File: config.mk
export PLATFORM = sky130hd
export DESIGN_NAME = spi_cfg_rx
export DESIGN_NICKNAME = d
export VERILOG_FILES = /design/src/rtl/spi_cfg_pkg.sv /design/src/rtl/spi_cfg_regfile.sv /design/src/rtl/spi_cfg_rx.sv
export SDC_FILE = /design/constraint.sdc
export NUM_CORES = 1
export LEC_CHECK = 0
export BUFFER_PORTS_ARGS = -buffer_cell sky130_fd_sc_hd__clkbuf_2
export CORE_MARGIN = 4
export CORE_UTILIZATION = 62
export CTS_CLUSTER_SIZE = 10
export DETAILED_ROUTE_END_ITERATION = 6
export HOLD_SLACK_MARGIN = 0.12
export PLACE_DENSITY = 0.91
export REMOVE_ABC_BUFFERS = 1
export SYNTH_ARGS = -nofsm -noshare
export SYNTH_HDL_FRONTEND = slang
export SYNTH_SLANG_ARGS = --single-unit
File: constraint.sdc
create_clock -name clock_20 -period 2.44 [get_ports clock_20]
set_input_delay 0.122 -clock clock_20 [delete_from_list [all_inputs] [get_ports clock_20]]
set_output_delay 0.122 -clock clock_20 [all_outputs]
set_load 0.01 [all_outputs]
File: src/rtl/spi_cfg_pkg.sv
// Shared widths, frame geometry and FSM state type for the SPI config receiver.
package spi_cfg_pkg;

    localparam int ADDR_W  = 4;
    localparam int DATA_W  = 12;
    localparam int FRAME_W = ADDR_W + DATA_W;
    localparam int BCNT_W  = 5;

    // Bit counter saturates here so over-long frames can never wrap back to a legal length
    localparam logic [BCNT_W-1:0] BCNT_MAX  = '1;
    localparam logic [BCNT_W-1:0] FRAME_LEN = BCNT_W'(FRAME_W);

    typedef enum logic {
        IDLE  = 1'b0,
        SHIFT = 1'b1
    } state_e;

endpackage

File: src/rtl/spi_cfg_regfile.sv
// Shadow register file: synchronous clear, one write port, registered read port.
// A read and a write to the same address in one cycle returns the old contents.
module spi_cfg_regfile
    import spi_cfg_pkg::*;
(
    input  logic              clk_i,
    input  logic              rst_i,
    input  logic              we_i,
    input  logic [ADDR_W-1:0] waddr_i,
    input  logic [DATA_W-1:0] wdata_i,
    input  logic [ADDR_W-1:0] raddr_i,
    output logic [DATA_W-1:0] rdata_o
);

    logic [DATA_W-1:0] mem_q [2**ADDR_W];
    logic [DATA_W-1:0] rdata_q;

    // Storage array and read register, both cleared by reset
    always_ff @(posedge clk_i) begin
        if (rst_i) begin
            for (int i = 0; i < 2**ADDR_W; i++) begin
                mem_q[i] <= '0;
            end
            rdata_q <= '0;
        end else begin
            if (we_i) begin
                mem_q[waddr_i] <= wdata_i;
            end
            rdata_q <= mem_q[raddr_i];
        end
    end

    assign rdata_o = rdata_q;

endmodule

File: src/rtl/spi_cfg_rx.sv
// SPI configuration receiver: deserialises 16-bit {addr, data} frames framed by
// active-low spi_en, commits them to the shadow register file, counts committed
// frames and flags frames whose length is not exactly 16 bits.
module spi_cfg_rx
    import spi_cfg_pkg::*;
#(
    parameter int CNT_W = 8
) (
    input  logic              clock_20,
    input  logic              reset,
    input  logic              spi_en,
    input  logic              spi_dat,
    input  logic [3:0]        nrg,
    input  logic [ADDR_W-1:0] rd_addr,
    output logic [DATA_W-1:0] rd_data,
    output logic              wr_valid,
    output logic [ADDR_W-1:0] wr_addr,
    output logic [DATA_W-1:0] wr_data,
    output logic              frame_err,
    output logic [CNT_W-1:0]  frame_cnt,
    output logic              cfg_done
);

    state_e              state_q, state_d;
    logic [FRAME_W-1:0]  sr_q, sr_d;
    logic [BCNT_W-1:0]   bcnt_q, bcnt_d;
    logic                wr_valid_q, wr_valid_d;
    logic [ADDR_W-1:0]   wr_addr_q, wr_addr_d;
    logic [DATA_W-1:0]   wr_data_q, wr_data_d;
    logic                frame_err_q, frame_err_d;
    logic [CNT_W-1:0]    cnt_q, cnt_d;
    logic                commit;

    // State, shift register, counters and output pulses
    always_ff @(posedge clock_20) begin
        if (reset) begin
            state_q     <= IDLE;
            sr_q        <= '0;
            bcnt_q      <= '0;
            wr_valid_q  <= 1'b0;
            wr_addr_q   <= '0;
            wr_data_q   <= '0;
            frame_err_q <= 1'b0;
            cnt_q       <= '0;
        end else begin
            state_q     <= state_d;
            sr_q        <= sr_d;
            bcnt_q      <= bcnt_d;
            wr_valid_q  <= wr_valid_d;
            wr_addr_q   <= wr_addr_d;
            wr_data_q   <= wr_data_d;
            frame_err_q <= frame_err_d;
            cnt_q       <= cnt_d;
        end
    end

    // Next-state: first bit is taken on the same edge spi_en is first seen low;
    // the deselect edge decides commit versus error from the bit count
    always_comb begin
        state_d     = state_q;
        sr_d        = sr_q;
        bcnt_d      = bcnt_q;
        wr_valid_d  = 1'b0;
        wr_addr_d   = wr_addr_q;
        wr_data_d   = wr_data_q;
        frame_err_d = 1'b0;
        cnt_d       = cnt_q;
        commit      = 1'b0;
        case (state_q)
            IDLE: begin
                if (!spi_en) begin
                    sr_d    = {{(FRAME_W-1){1'b0}}, spi_dat};
                    bcnt_d  = BCNT_W'(1);
                    state_d = SHIFT;
                end
            end
            SHIFT: begin
                if (!spi_en) begin
                    sr_d = {sr_q[FRAME_W-2:0], spi_dat};
                    if (bcnt_q != BCNT_MAX) begin
                        bcnt_d = bcnt_q + BCNT_W'(1);
                    end
                end else begin
                    state_d = IDLE;
                    bcnt_d  = '0;
                    if (bcnt_q == FRAME_LEN) begin
                        commit     = 1'b1;
                        wr_valid_d = 1'b1;
                        wr_addr_d  = sr_q[FRAME_W-1:DATA_W];
                        wr_data_d  = sr_q[DATA_W-1:0];
                        if (cnt_q != '1) begin
                            cnt_d = cnt_q + CNT_W'(1);
                        end
                    end else begin
                        frame_err_d = 1'b1;
                    end
                end
            end
            default: state_d = IDLE;
        endcase
    end

    spi_cfg_regfile u_regfile (
        .clk_i   (clock_20),
        .rst_i   (reset),
        .we_i    (commit),
        .waddr_i (sr_q[FRAME_W-1:DATA_W]),
        .wdata_i (sr_q[DATA_W-1:0]),
        .raddr_i (rd_addr),
        .rdata_o (rd_data)
    );

    assign wr_valid  = wr_valid_q;
    assign wr_addr   = wr_addr_q;
    assign wr_data   = wr_data_q;
    assign frame_err = frame_err_q;
    assign frame_cnt = cnt_q;
    assign cfg_done  = (cnt_q >= CNT_W'(nrg));

endmodule
# --- Yosys cells after proc, flatten, opt, wreduce, memory -nomap -nowiden ---
# Memory sizes are Yosys's and may differ from the RTL's. A register that Yosys moved wholly into a read port is not among the register bits.
# Cells that the tools add are included.
totals:
  ff_bits: 48
  latch_bits: 0
  ram_bits: 192
  romBits: 0
  inputBits: 12
  out_inout_bits: 39
  wordCells: 46
  memories: 1
mem_list:
  columns: ["memory", "depth", "width", "rd", "rd_clocked_by_memory_dff", "write_ports", "line_no", "text"]
  rows:
  - ["u_regfile.mem_q", 16, 12, 1, 1, 16, "spi_cfg_regfile.sv:15", "logic [DATA_W-1:0] mem_q [2**ADDR_W];"]
classes:
  addsub: 2
  mul: 0
  div_mod_pow: 0
  n_lt_le_gt_ge: 1
  n_eq_ne: 6
  n_shift: 0
  mux: 20
  bitwise_logic: 2
  reduce_logical: 6
ops:
  columns: ["op", "count"]
  rows:
  - ["2-to-1 mux 16 bit", 2]
  - ["case mux 16 bit (2 select lines)", 1]
  - ["2-to-1 mux 5 bit", 3]
  - ["2-to-1 mux 12 bit", 1]
  - ["OR reduction 12 bit", 1]
  - ["2-to-1 mux 1 bit", 11]
  - ["case mux 5 bit (2 select lines)", 1]
  - ["adder 8 x 1 -> 8 bit (second input constant)", 1]
  - ["greater-or-equal comparator 8 x 4 -> 1 bit", 1]
  - ["!= test 8 bit (second input constant)", 1]
  - ["adder 5 x 1 -> 5 bit (second input constant)", 1]
  - ["== test 5 bit (second input constant)", 1]
  - ["!= test 5 bit (second input constant)", 1]
  - ["2-to-1 mux 4 bit", 1]
  - ["!= test 2 bit (second input constant)", 2]
  - ["AND reduction 2 bit", 2]
  - ["AND reduction 4 bit", 1]
  - ["!= test 3 x 2 -> 1 bit (second input constant)", 1]
  - ["AND reduction 3 bit", 1]
  - ["OR reduction 3 bit", 1]
  - ["inverter 1 bit", 2]

# --- Longest topological paths before layout ---
logic_depth:
  ltp_word: 9
  ltp_mapped: 8
  ltp_nobuf: 7

# --- By module ---
# From an unflattened synthesis, not the netlist that was laid out.
hier_totals:
  hier_cells: 925
  hier_area_um2: 11429.7
modules_own_cells:
  columns: ["module", "instances", "cells_per_inst", "area_per_inst_um2", "seq_area_each_um2"]
  rows:
  - ["spi_cfg_regfile", 1, 666, 9306.4, 6005.8]
  - ["spi_cfg_rx", 1, 259, 2123.3, 960.9]

# --- Least setup slack after synthesis ---
# No wires, ideal clock.
synth_timing:
  path_type: "register -> register"
  startpoint: "register bcnt_q[0]"
  endpoint: "memory u_regfile.mem_q[7][0] (enable)"
  setup_time_ns: 0.321
  t_arrival_ns: 1.566
  required_time_ns: 2.119
  setup_slack_ns: 0.553
  stages_incl_launch_ff: 8
  n_path_buf: 1
  synth_period_minus_slack_ns: 1.887
  cell_sequence: "dfxtp_1 > inv_1 > ha_1 > and4bb_4 > nand2_8 > buf_12 > nor3_4 > or2_2"
synth_lines:
  columns: ["item", "line_no", "text"]
  rows:
  - ["from (decl)", "spi_cfg_rx.sv:26", "logic [BCNT_W-1:0] bcnt_q, bcnt_d;"]
  - ["from (signal assigned)", "spi_cfg_rx.sv:48", "bcnt_q <= bcnt_d;"]
  - ["to (decl)", "spi_cfg_regfile.sv:15", null]

==> results.yml <==
status:
  outcome: "finished, final reports clean"
grt:
  grt.overflow.total: 0
  first_global_vias: 7705
  grt_usage_pct: 25.5
  grt_max_degree: 47
  grt_pass1_wl_um: 42400
  antenna_found_initial: 0
worst_setup_path:
  r2r_end: "u_regfile.mem_q[12][10]$_SDFFCE_PN0P_"
  r2r-start: "bcnt_q[0]$_SDFFE_PP0P_"
  critPathArrivalTime_ns: 2.65
  path_max_fanout: 46
  worstSetupPathType: "primary input to register"
  reg2reg_slack_ns: 0.22
  crit_path_start: "reset"
  worstRegToRegCells: 6
  crit_path_end: "u_regfile.rdata_o[10]$_SDFF_PP0_"
  cp-start-kind: "primary input"
  endpoint_kind: "register"
  cp.required_ns: 2.84
drt:
  postRouteWirelength_um: 26900
  ant_nets: 0
  firstDrtPassIters: 7
  drc: 0
  viasPerCell: 6.15
  routed-via-count: 7552
  wl_per_cell_um: 21.9
  drt_iter0_markers: 1010
synthesis:
  synthAdderAreaFrac_pct: 0.860
  yosysTopAreaCell: "edfxtp_1"
  avgSynthCellArea_um2: 12.5
  synth_xor_area_share_pct: 0.0753
  synth-compound-area-share_pct: 5.78
  synth_top_family_by_area: "simple AND/OR/NAND/NOR gates"
  post_synth_and_or_nand_nor_area_fraction_pct: 20.4
  synth-warning-count: 0
  synth_area_um2: 11600
  synth_seq_area_share_pct: 59.9
  muxShareOfSynthArea_pct: 8.73
  ys_ff_latch: 252
  synth_cell_types: 59
  synthCells: 934
  ys_dominant_reg_cell: "edfxtp_1"
  synthTopCellsByArea: "edfxtp_1, and2_1, dfxtp_1"
  synth_top_area_share_pct: 49.5
  synthArstFlopShare_pct: 0
  synth_edf_count: 192
clock_network:
  cts_root_buffer: "clkbuf_16"
  htreeDepth: 1
  clock_path_buffers: 3
  cts_inserted_buffers: 29
  clk_latency_ns: 0.53
  cts_setup_buffers: 0
  cts_tree: "yes"
  clkTransAtPathRegs_ns: 0.06
  clock_sinks: 252
final_layout:
  nFillCells: 1121
  drive_above_1_share_pct: 17.4
  area_growth_pct: 10.9
  post-route-util_pct: 70.9
  nets: 997
  finalInstanceArea_um2: 12900
  final_cell_mix: "and2_1, edfxtp_1, nand2_1"
  antenna_cells: 0
sta:
  drv_slew: 0
  hold_viol_final: 0
  worst_slew_pin_slew_ns: 1.00
  clock.fmax_mhz: 443
  post-route-period-util_pct: 92.4
  grt_setup_unrepaired: "no"
  setup_viol: 0
  fin_worst_skew_ns: 0.0209
  setup_slack_ns: 0.184
  min_period_ns: 2.26
  maxSlewHeadroom_pct: 33.2
  fin_tns_setup_ns: 0
placement:
  pre_cts_ws_ns: 0.229
  place_area_um2: 12000
  gp_congestion: 0.913
  post-dp-hpwl_um: 17300
  portBuffers: 50
power:
  pwr-share-comb_pct: 5.5
  p_seq_share_pct: 53.0
  swShare_pct: 21.5
  switchingPower_mw: 1.97
  peakVddDrop_uv: 566
  p_int_mw: 7.20
  clockPowerShare_pct: 41.5
  powerDensity_nw_per_um2: 711
  power_mw: 9.17
  power_leakage_nw: 4.94
die:
  row_count: 49
  die_w_um: 145
  core_um2: 18200
  io_pins: 51
  initial_utilization_pct: 63.9
  die-area_um2: 21000
  die_h_um: 145
worst_hold_path:
  hold_path.class: "primary input to register"
flow_run:
  maxCapViolCount: 0
## cells in the mapped netlist (all sizes together), types with 2 or more instances
library cell	n
o211ai	2
clkbuf	47
buf	36
a311oi	5
nand3	14
nand2	74
nor3	16
or4	2
dfxtp	60
o2111ai	4
o21ai	9
nor2b	5
and2	194
mux2i	70
nand3b	3
nor2	46
inv	8
mux4	14
and3	3
a22oi	32
a21oi	43
a211oi	2
a21o	2
ha	8
or3	3
or2	16
nor4	4
edfxtp	192
nand2b	4
## metrics by stage
step	std cells	hold slack [ns]
3_5_place_dp	1168	0.384
3_3_place_gp	1168	0.369
4_1_cts	1228	0.372
2_1_floorplan	851	0.189
6_report	1228	0.385
5_1_grt	1228	0.413
## how the worst min path moves through the flow
stage | startpoint | endpoint | slack, ns | depth (start not counted)
after floorplan | reset | state_q$_SDFF_PP0_ | 0.19 | 1
after global placement | spi_dat | sr_q[0]$_SDFFE_PP0P_ | 0.37 | 3
after detailed placement | spi_dat | sr_q[0]$_SDFFE_PP0P_ | 0.38 | 3
after CTS | rd_addr[2] | u_regfile.rdata_o[9]$_SDFF_PP0_ | 0.37 | 5
after global routing | rd_addr[2] | u_regfile.rdata_o[9]$_SDFF_PP0_ | 0.41 | 5
final | rd_addr[2] | u_regfile.rdata_o[9]$_SDFF_PP0_ | 0.38 | 5
## power groups by stage
stage / combinational [mW] / sequential (mW) / clock (mW)
5_1_grt: 0.543 / 4.87 / 4.00
4_1_cts: 0.501 / 4.86 / 3.83
6_report: 0.507 / 4.86 / 3.81
2_1_floorplan: 0.260 / 4.92 / 0
3_5_place_dp: 0.484 / 4.94 / 0
3_3_place_gp: 0.469 / 4.93 / 0
## state kept, by name (all words and copies together) (netlist names)
name               count
bcnt_q                 5
frame_cnt              8
frame_err              1
sr_q                  16
state_q                1
u_regfile.mem_q      192
u_regfile.rdata_o     12
wr_addr                4
wr_data               12
wr_valid               1
## worst max-delay path, stage by stage
cell and delay (ns):
dlygate4sd3_1 0.55, clkbuf_2 0.13, buf_4 0.28, buf_6 0.37, nor2b_1 0.09, buf_4 0.21, a311oi_1 0.23, a21oi_1 0.07
dlygate4sd3_1 0.57
## cell type report
cell class	count	area, um2	area share [%]
Clock buffer	52	812	6.29
Clock inverter	1	8.76	0.0678
Inverter	9	33.8	0.262
Multi-Input combinational cell	590	4180	32.4
Sequential cell	252	6970	54.0
Tap cell	229	287	2.22
Timing Repair Buffer	95	624	4.84
## metal layers
metal / share of wire [%] / routed length, um / GRT usage (%) / vias to the layer above
met2: 49 / 13000 / 42.4 / 445
met5: 0 / 0 / 0 / -
met1: 38 / 10300 / 34.3 / 3640
li1: - / - / - / 3388
met3: 9.5 / 2560 / 3.74 / 79
met4: 3.7 / 996 / 10.2 / 0
## cells by family (layout without fill, tap and decap cells)
family | count (synthesis) | after routing
multiplexers | 84 | 84
XOR/XNOR | 1 | 1
buffers and inverters | 92 | 157
adder cells (fa/ha/maj) | 8 | 8
flip-flops | 252 | 252
AND/OR/NAND/NOR | 392 | 392
AO/OA/AOI/OAI | 105 | 105
## timing repair
action	CTS	global route
setup endpoints to repair	0	1
hold buffers	7	0
resized for setup	0	1
hold endpoints to repair	17	0
Power figures use the tool's default switching activity.
